<file path="src/rtl/portcullis_plant.sv">
// Plant model of the portcullis drive: integrates gate position from MOT_UP/MOT_DW and reports limits.
// Single-cycle registered response; no backpressure, commands are sampled every clk edge.
module portcullis_plant #(
  parameter int TRAVEL    = 100,
  parameter int POS_W     = 8,
  parameter int STEP_DIV  = 4,
  parameter int REV_DEAD  = 3,
  parameter int STALL_MAX = 2,
  parameter int INIT_POS  = 0
) (
  input  logic             clk,
  input  logic             rst,
  input  logic             MOT_UP,
  input  logic             MOT_DW,
  output logic             UP_LMT,
  output logic             DW_LMT,
  output logic [POS_W-1:0] POS,
  output logic             MOVING,
  output logic             FAULT,
  output logic             STALL_ERR
);

  localparam int DIV_W   = (STEP_DIV > 1) ? $clog2(STEP_DIV) : 1;
  localparam int DEAD_W  = (REV_DEAD > 1) ? $clog2(REV_DEAD) : 1;
  localparam int STALL_W = $clog2(STALL_MAX + 1);

  localparam logic [POS_W-1:0]   TOP_POS   = POS_W'(TRAVEL);
  localparam logic [POS_W-1:0]   RST_POS   = POS_W'(INIT_POS);
  localparam logic [DIV_W-1:0]   DIV_LAST  = DIV_W'(STEP_DIV - 1);
  localparam logic [DEAD_W-1:0]  DEAD_LAST = DEAD_W'(REV_DEAD - 1);
  localparam logic [STALL_W-1:0] STALL_LIM = STALL_W'(STALL_MAX);

  typedef enum logic [2:0] {
    S_stop,
    S_up,
    S_dw,
    S_brake,
    S_fault
  } state_t;

  state_t             state_q, state_d;
  logic [POS_W-1:0]   pos_q, pos_d;
  logic [DIV_W-1:0]   div_q, div_d;
  logic [DEAD_W-1:0]  dead_q, dead_d;
  logic [STALL_W-1:0] stall_q, stall_d;
  logic               from_up_q, from_up_d;
  logic               fault_q, fault_d;
  logic               stall_err_q, stall_err_d;
  logic               against;

  always_ff @(posedge clk) begin
    if (rst) begin
      state_q     <= S_stop;
      pos_q       <= RST_POS;
      div_q       <= '0;
      dead_q      <= '0;
      stall_q     <= '0;
      from_up_q   <= 1'b0;
      fault_q     <= 1'b0;
      stall_err_q <= 1'b0;
    end else begin
      state_q     <= state_d;
      pos_q       <= pos_d;
      div_q       <= div_d;
      dead_q      <= dead_d;
      stall_q     <= stall_d;
      from_up_q   <= from_up_d;
      fault_q     <= fault_d;
      stall_err_q <= stall_err_d;
    end
  end

  always_comb begin
    state_d     = state_q;
    pos_d       = pos_q;
    div_d       = '0;
    dead_d      = dead_q;
    from_up_d   = from_up_q;
    fault_d     = fault_q;
    stall_err_d = stall_err_q;
    stall_d     = '0;

    // Stall is judged on the cycle just ending, so a one-cycle turnaround never trips it.
    against = ((state_q == S_up) && (pos_q == TOP_POS)) ||
              ((state_q == S_dw) && (pos_q == '0));
    if (against) begin
      stall_d = (stall_q == STALL_LIM) ? stall_q : stall_q + 1'b1;
      if (stall_q == STALL_LIM) stall_err_d = 1'b1;
    end

    if ((state_q != S_fault) && MOT_UP && MOT_DW) begin
      state_d = S_fault;
      fault_d = 1'b1;
    end else begin
      case (state_q)
        S_stop: begin
          if (MOT_UP)      state_d = S_up;
          else if (MOT_DW) state_d = S_dw;
        end
        S_up: begin
          if (MOT_DW) begin
            state_d   = S_brake;
            dead_d    = '0;
            from_up_d = 1'b1;
          end else if (!MOT_UP) begin
            state_d = S_stop;
          end else if (div_q == DIV_LAST) begin
            if (pos_q != TOP_POS) pos_d = pos_q + 1'b1;
          end else begin
            div_d = div_q + 1'b1;
          end
        end
        S_dw: begin
          if (MOT_UP) begin
            state_d   = S_brake;
            dead_d    = '0;
            from_up_d = 1'b0;
          end else if (!MOT_DW) begin
            state_d = S_stop;
          end else if (div_q == DIV_LAST) begin
            if (pos_q != '0) pos_d = pos_q - 1'b1;
          end else begin
            div_d = div_q + 1'b1;
          end
        end
        S_brake: begin
          if (!MOT_UP && !MOT_DW) begin
            state_d = S_stop;
          end else if (dead_q == DEAD_LAST) begin
            // Only an opposite-direction request survives the dead time.
            if (from_up_q ? MOT_DW : MOT_UP) state_d = from_up_q ? S_dw : S_up;
            else                             state_d = S_stop;
          end else begin
            dead_d = dead_q + 1'b1;
          end
        end
        default: ;
      endcase
    end
  end

  assign UP_LMT    = (pos_q == TOP_POS);
  assign DW_LMT    = (pos_q == '0);
  assign POS       = pos_q;
  assign MOVING    = (state_q == S_up) || (state_q == S_dw);
  assign FAULT     = fault_q;
  assign STALL_ERR = stall_err_q;

endmodule

</file>
<file path="config.mk">
export PLATFORM = sky130hd
export DESIGN_NAME = portcullis_plant
export DESIGN_NICKNAME = d
export VERILOG_FILES = /design/src/rtl/portcullis_plant.sv
export SDC_FILE = /design/constraint.sdc
export NUM_CORES = 1
export LEC_CHECK = 0
export CORE_MARGIN = 2
export CORE_UTILIZATION = 40
export CTS_CLUSTER_DIAMETER = 200
export CTS_CLUSTER_SIZE = 8
export DETAILED_ROUTE_END_ITERATION = 8
export HOLD_SLACK_MARGIN = 0.08
export MAX_ROUTING_LAYER = met4
export SYNTH_ARGS = -nofsm -noshare
export SYNTH_HDL_FRONTEND = slang
export SYNTH_SLANG_ARGS = --single-unit
</file>
<file path="constraint.sdc">
create_clock -name clk -period 7.6 [get_ports clk]
set_input_delay 1.52 -clock clk [delete_from_list [all_inputs] [get_ports clk]]
set_output_delay 1.52 -clock clk [all_outputs]
set_load 0.005 [all_outputs]
</file>
==> impl_metrics.tcl, run 1 <==
set metrics [dict create \
    ant_nets 0 \
    synth_nets 169 \
    antenna_found_initial 0 \
    cts.repair.resized 0 \
    grt_max_degree 21 \
    final_util_pct 48.1 \
    fill_cells 320 \
    insertion_delay_ns 0.32 \
    timing.rr.start "state_q[1]" \
    critPathArrivalTime_ns 2.13 \
    synth_mux_area_share_pct 2.54 \
    fin_setup_tns_ns 0 \
    vias_per_cell 5.53 \
    synth_compound_area_share_pct 23.1 \
    fmax_ghz 0.274 \
    peakVddDrop_v 0.0000514 \
    r2r_cells 8 \
    finalWirelength_um 2740 \
    crit_type "flop to primary output" \
    grt_first_pass_wirelength_um 4660 \
    pwr_density_cell_nw_per_um2 142 \
    initial_core_util_pct 42.0 \
    finalSetupViolations 0 \
    yosysTopAreaCell "dfxtp_1" \
    worstSetupStartpointType "flop" \
    finalHoldViolations 0 \
    synth_top_area_share_pct 31.3 \
    yosysUniqueCellTypes 47 \
    yosys_warnings 0 \
    synth_seq_cells 20 \
    dp_hpwl_um 1890 \
    wl_per_cell_um 12.9 \
    rsz0062_at_grt "no" \
    cts-htree-levels 1 \
    synthTopCellsByCount "20 x dfxtp_1, 17 x nor2_1, 12 x a21oi_1" \
    synth_fa_ha_area_share_pct 4.88 \
    rows 20 \
    synthArstFlopShare_pct 0 \
    port_buffers 16 \
    die_w_um 60.6 \
    netlist_instances 160 \
    cts_tree "yes" \
    worstMarginPinSlew_ns 0.753 \
    syn_area_per_cell_um2 8.01 \
    cp_max_fo 9 \
    cts.hold.buffers_added 0 \
    cp-end-kind "primary output" \
    gp_congestion 0.789 \
    clock_sinks 20 \
    first_pass_iters 4 \
    netlist_area_um2 1280 \
    period_share_pct 48.0 \
    vias 1173 \
    synth_area_leaders "dfxtp_1 31%, nor2_1 5.0%, ha_1 4.9%" \
    synth_xor_area_share_pct 3.42 \
    max-slew-margin-rel_pct 49.6 \
    status "finished, final reports clean" \
    numCtsBuffers 3 \
    p_leak_uw 0.000556 \
    min_period_ns 3.65 \
    insertedDiodeCount 0 \
    synth_top_family_by_area "simple AND/OR/NAND/NOR gates" \
    rr_endpoint "POS[6]" \
    synth_edf_count 0 \
    yosysSeqAreaShare_pct 31.3 \
    io_pins 17 \
    drc 0 \
    clockBufferDepth 2 \
    hold_path_class "flop to flop" \
    clk_pin_slew_worst_paths_ns 0.12 \
    core_area_um2 3050 \
    maxSlewViolCount 0 \
    overflow 0 \
    grt_usage_pct 17.4 \
    cp-startpoint "POS[1]" \
    drt-initial-drc-count 79 \
    ys.flop_type "dfxtp_1" \
    reg2reg_slack_ns 4.63 \
    cts_root_buf "clkbuf_4" \
    synth.most_common_cell "dfxtp_1" \
    post_cts_buffers 0 \
    required_ns 6.08 \
    area_growth_pct 14.6 \
    cap_viol_max_count 0 \
    yosys.area_share.simple_pct 26.9 \
    grt_pass1_vias 1015 \
    die-area_um2 3670 \
    drive_gt1_share_pct 6.55 \
    crit_end "UP_LMT" \
    skew_ns 0.00868 \
    die_h_um 60.6 \
    nets 178 \
]
## state kept, by name, indices dropped and copies added (netlist names)
signal	count
POS	8
state_q	3
dead_q	2
div_q	2
stall_q	2
FAULT	1
STALL_ERR	1
from_up_q	1
## worst min path at each step
stage	from	end	cells after the start
after floorplan	div_q[0]	div_q[0]	1
after global placement	div_q[0]	div_q[0]	1
after detailed placement	div_q[0]	div_q[0]	1
after CTS	div_q[0]	div_q[0]	1
after global routing	div_q[0]	div_q[0]	1
final	div_q[0]	div_q[0]	1
## power by group
| group | switching [uW] | internal (uW) | leakage [uW] |
|---|---|---|---|
| clock | 36.7 | 29.4 | 0.0000210 |
| sequential | 5.18 | 107 | 0.000162 |
| combinational | 16.5 | 13.4 | 0.000372 |
## cells in the final DEF (no fill, tap or decap), types with 4 or more instances in the layout
| master | synthesis | routed |
|---|---|---|
| o21ai_0 | 6 | 6 |
| nand2b_1 | 4 | 4 |
| nand2_1 | 7 | 7 |
| inv_1 | 10 | 10 |
| nor3_1 | 4 | 4 |
| a21oi_1 | 12 | 12 |
| nor4_1 | 5 | 5 |
| clkdlybuf4s50_1 | 0 | 16 |
| nor2b_1 | 4 | 4 |
| dfxtp_1 | 20 | 20 |
| nor2_1 | 17 | 17 |
| nand3_1 | 5 | 5 |
| ha_1 | 5 | 5 |
| xnor2_1 | 4 | 4 |
## cells by family after synthesis
family / count (synthesis)
DFF: 20
and+or+nand+nor: 63
muxes: 3
AOI/OAI and AO/OA: 42
buffers and inverters: 22
xor gates and xnor gates: 5
adders and majority gates: 5
## metal layers
metal,up-vias,global-route usage (%),part of all wire [%]
met2,26,24.6,45
met3,5,3.20,3.8
met1,540,23.8,49
li1,602,-,-
met5,-,-,0
met4,0,8.07,1.8
## stage by stage
stage                     cells  hold slack [ns]  setup WS (ns)  instance area (um2)  power (uW)
after floorplan             160            0.404           4.64                 1280         137
after global routing        212            0.453           3.86                 1470         220
after global placement      208            0.412           4.03                 1430         144
final                       212            0.437           3.95                 1470         208
after CTS                   212            0.441           3.95                 1470         210
after detailed placement    208            0.417           3.99                 1430         145
## layout make-up
class | instances | area (um2) | share of cell area, %
Clock buffer | 4 | 36.3 | 2.47
Inverter | 10 | 37.5 | 2.56
Multi-Input combinational cell | 118 | 779 | 53.1
Sequential cell | 20 | 400 | 27.3
Tap cell | 44 | 55.1 | 3.75
Timing Repair Buffer | 16 | 160 | 10.9
## critical path, cell delays in order, from the launching register on
cell	delay, ns
dfxtp_1	0.42
or2_2	0.34
or4_1	0.42
nor2_1	0.11
clkdlybuf4s50_1	0.50
Note: power is estimated with default switching activity, not from simulation.
==> inputs of run 2 (changes only) <==
clock period = 3.4 ns   (was 7.6 ns; I/O delays follow)
==> impl_metrics.tcl, run 2 (synthesis gave the netlist of run 1 again) <==
set metrics [dict create \
    dp_hpwl_um 1950 \
    cts_tree "yes" \
    worstSetupStartpointType "flop" \
    cap_viol_max_count 0 \
    timing.rr.start "state_q[1]" \
    clockBufferDepth 2 \
    fill_cells 319 \
    grt_max_degree 21 \
    die-area_um2 3670 \
    numCtsBuffers 3 \
    seq_area_um2 400 \
    layout_setup_ws_ns 0.430 \
    min_period_ns 2.97 \
    skew_ns 0.0115 \
    ant_nets 0 \
    first_pass_iters 4 \
    insertion_delay_ns 0.31 \
    cp_max_fo 16 \
    port_buffers 16 \
    cts_root_buf "clkbuf_4" \
    gp_congestion 0.875 \
    fin_setup_tns_ns 0 \
    final_util_pct 48.6 \
    io_pins 17 \
    peakVddDrop_v 0.000119 \
    finalWirelength_um 2710 \
    slowest_stage "dfxtp_1" \
    grt_pass1_vias 1035 \
    multi_input_area_um2 779 \
    nets 178 \
    critPathArrivalTime_ns 3.18 \
    area_growth_pct 15.9 \
    worstMarginPinSlew_ns 0.785 \
    preCtsSetupSlack_ns 0.466 \
    cts-htree-levels 1 \
    finalSetupViolations 0 \
    maxSlewViolCount 0 \
    grt_first_pass_wirelength_um 4650 \
    min_to "div_q[0]" \
    required_ns 3.61 \
    r2r_cells 8 \
    wl_per_cell_um 12.8 \
    cp_cell_sequence "or3b_1 -> xnor2_1 -> ha_1 -> nor3_1 -> o21ai_0 -> a2111o_1 -> a21oi_1 -> mux2_2" \
    min_from "div_q[0]" \
    die_h_um 60.6 \
    hold_depth 1 \
    max-slew-margin-rel_pct 47.5 \
    hold_path_class "flop to flop" \
    crit_type "flop to flop" \
    fmax_ghz 0.337 \
    insertedDiodeCount 0 \
    post_cts_buffers 0 \
    dp_cells 208 \
    cts.repair.resized 0 \
    rr_endpoint "POS[6]" \
    clk_pin_slew_worst_paths_ns 0.13 \
    vias_per_cell 5.50 \
    layout.cells.non_filler 212 \
    die_w_um 60.6 \
    cts.hold.buffers_added 0 \
    cp-end-kind "flop" \
    reg2reg_slack_ns 0.43 \
    rows 20 \
    overflow 0 \
    pwr_density_cell_nw_per_um2 349 \
    final_cell_mix "20 x dfxtp_1, 17 x nor2_1, 16 x clkdlybuf4s50_1, 12 x a21oi_1, 10 x inv_1" \
    core_area_um2 3050 \
    p_total_uw 518 \
    largest_reg_flops 8 \
    p_leak_uw 0.000562 \
    rsz0062_at_grt "no" \
    clock_sinks 20 \
    grt_usage_pct 17.1 \
    drt-initial-drc-count 32 \
    cpPeakStageDelay_ns 0.62 \
    period_share_pct 87.4 \
    drc 0 \
    initial_core_util_pct 42.0 \
    finalHoldViolations 0 \
    drive_gt1_share_pct 6.55 \
    status "finished, final reports clean" \
    antenna_found_initial 0 \
    layout_commonest_cell "dfxtp_1" \
    vias 1166 \
]
## run 2: cell types whose count changed in the layout (fill, tap and decap cells not counted), sizes merged
cell	delta
bufinv	+1
clkbuf	-1
## run 2: metrics by stage
stage,cell area (um2),hold slack (ns)
floorplan,1280,0.404
global placement,1430,0.411
detailed placement,1430,0.428
CTS,1490,0.447
global route,1490,0.486
finish,1490,0.440
## run 2: worst max path at each step
stage / start / to / cells after the start / slack [ns]
after floorplan: state_q[1] / POS[6] / 9 / 0.87
after global placement: state_q[1] / POS[6] / 8 / 0.58
after detailed placement: state_q[1] / POS[6] / 8 / 0.47
after CTS: state_q[1] / POS[6] / 8 / 0.44
after global routing: state_q[1] / POS[6] / 8 / 0.18
final: state_q[1] / POS[6] / 8 / 0.43
## run 2: cell type report
class,count,area share [%]
timing repair buffer,16,10.8
sequential,20,27.0
multi-input combinational,118,52.5
clock inverter,1,2.02
tap,44,3.71
inverter,10,2.53
clock buffer,3,1.52
## run 2: power by group
part           switching [uW]  total, uW  leakage (uW)  internal [uW]
logic                    36.8       66.7      0.000372           29.9
registers                11.5        251      0.000162            240
clock network            81.0        200     0.0000279            119
total                     129        518      0.000562            389
## run 2: per-layer routing
metal	track usage, %	vias to the layer above	part of all wire, %
met2	26.3	33	44
li1	-	603	-
met3	2.56	4	4.7
met4	5.59	0	0.96
met1	22.9	526	50
met5	-	-	0
## run 2: worst max-delay path, delay by kind of cell, from the launching register on
family	cells	cell delay, ns
mux	1	0.34
simple gates	2	0.78
fa+ha+maj	1	0.24
compound gates	3	0.68
flops	1	0.62
xor+xnor	1	0.19
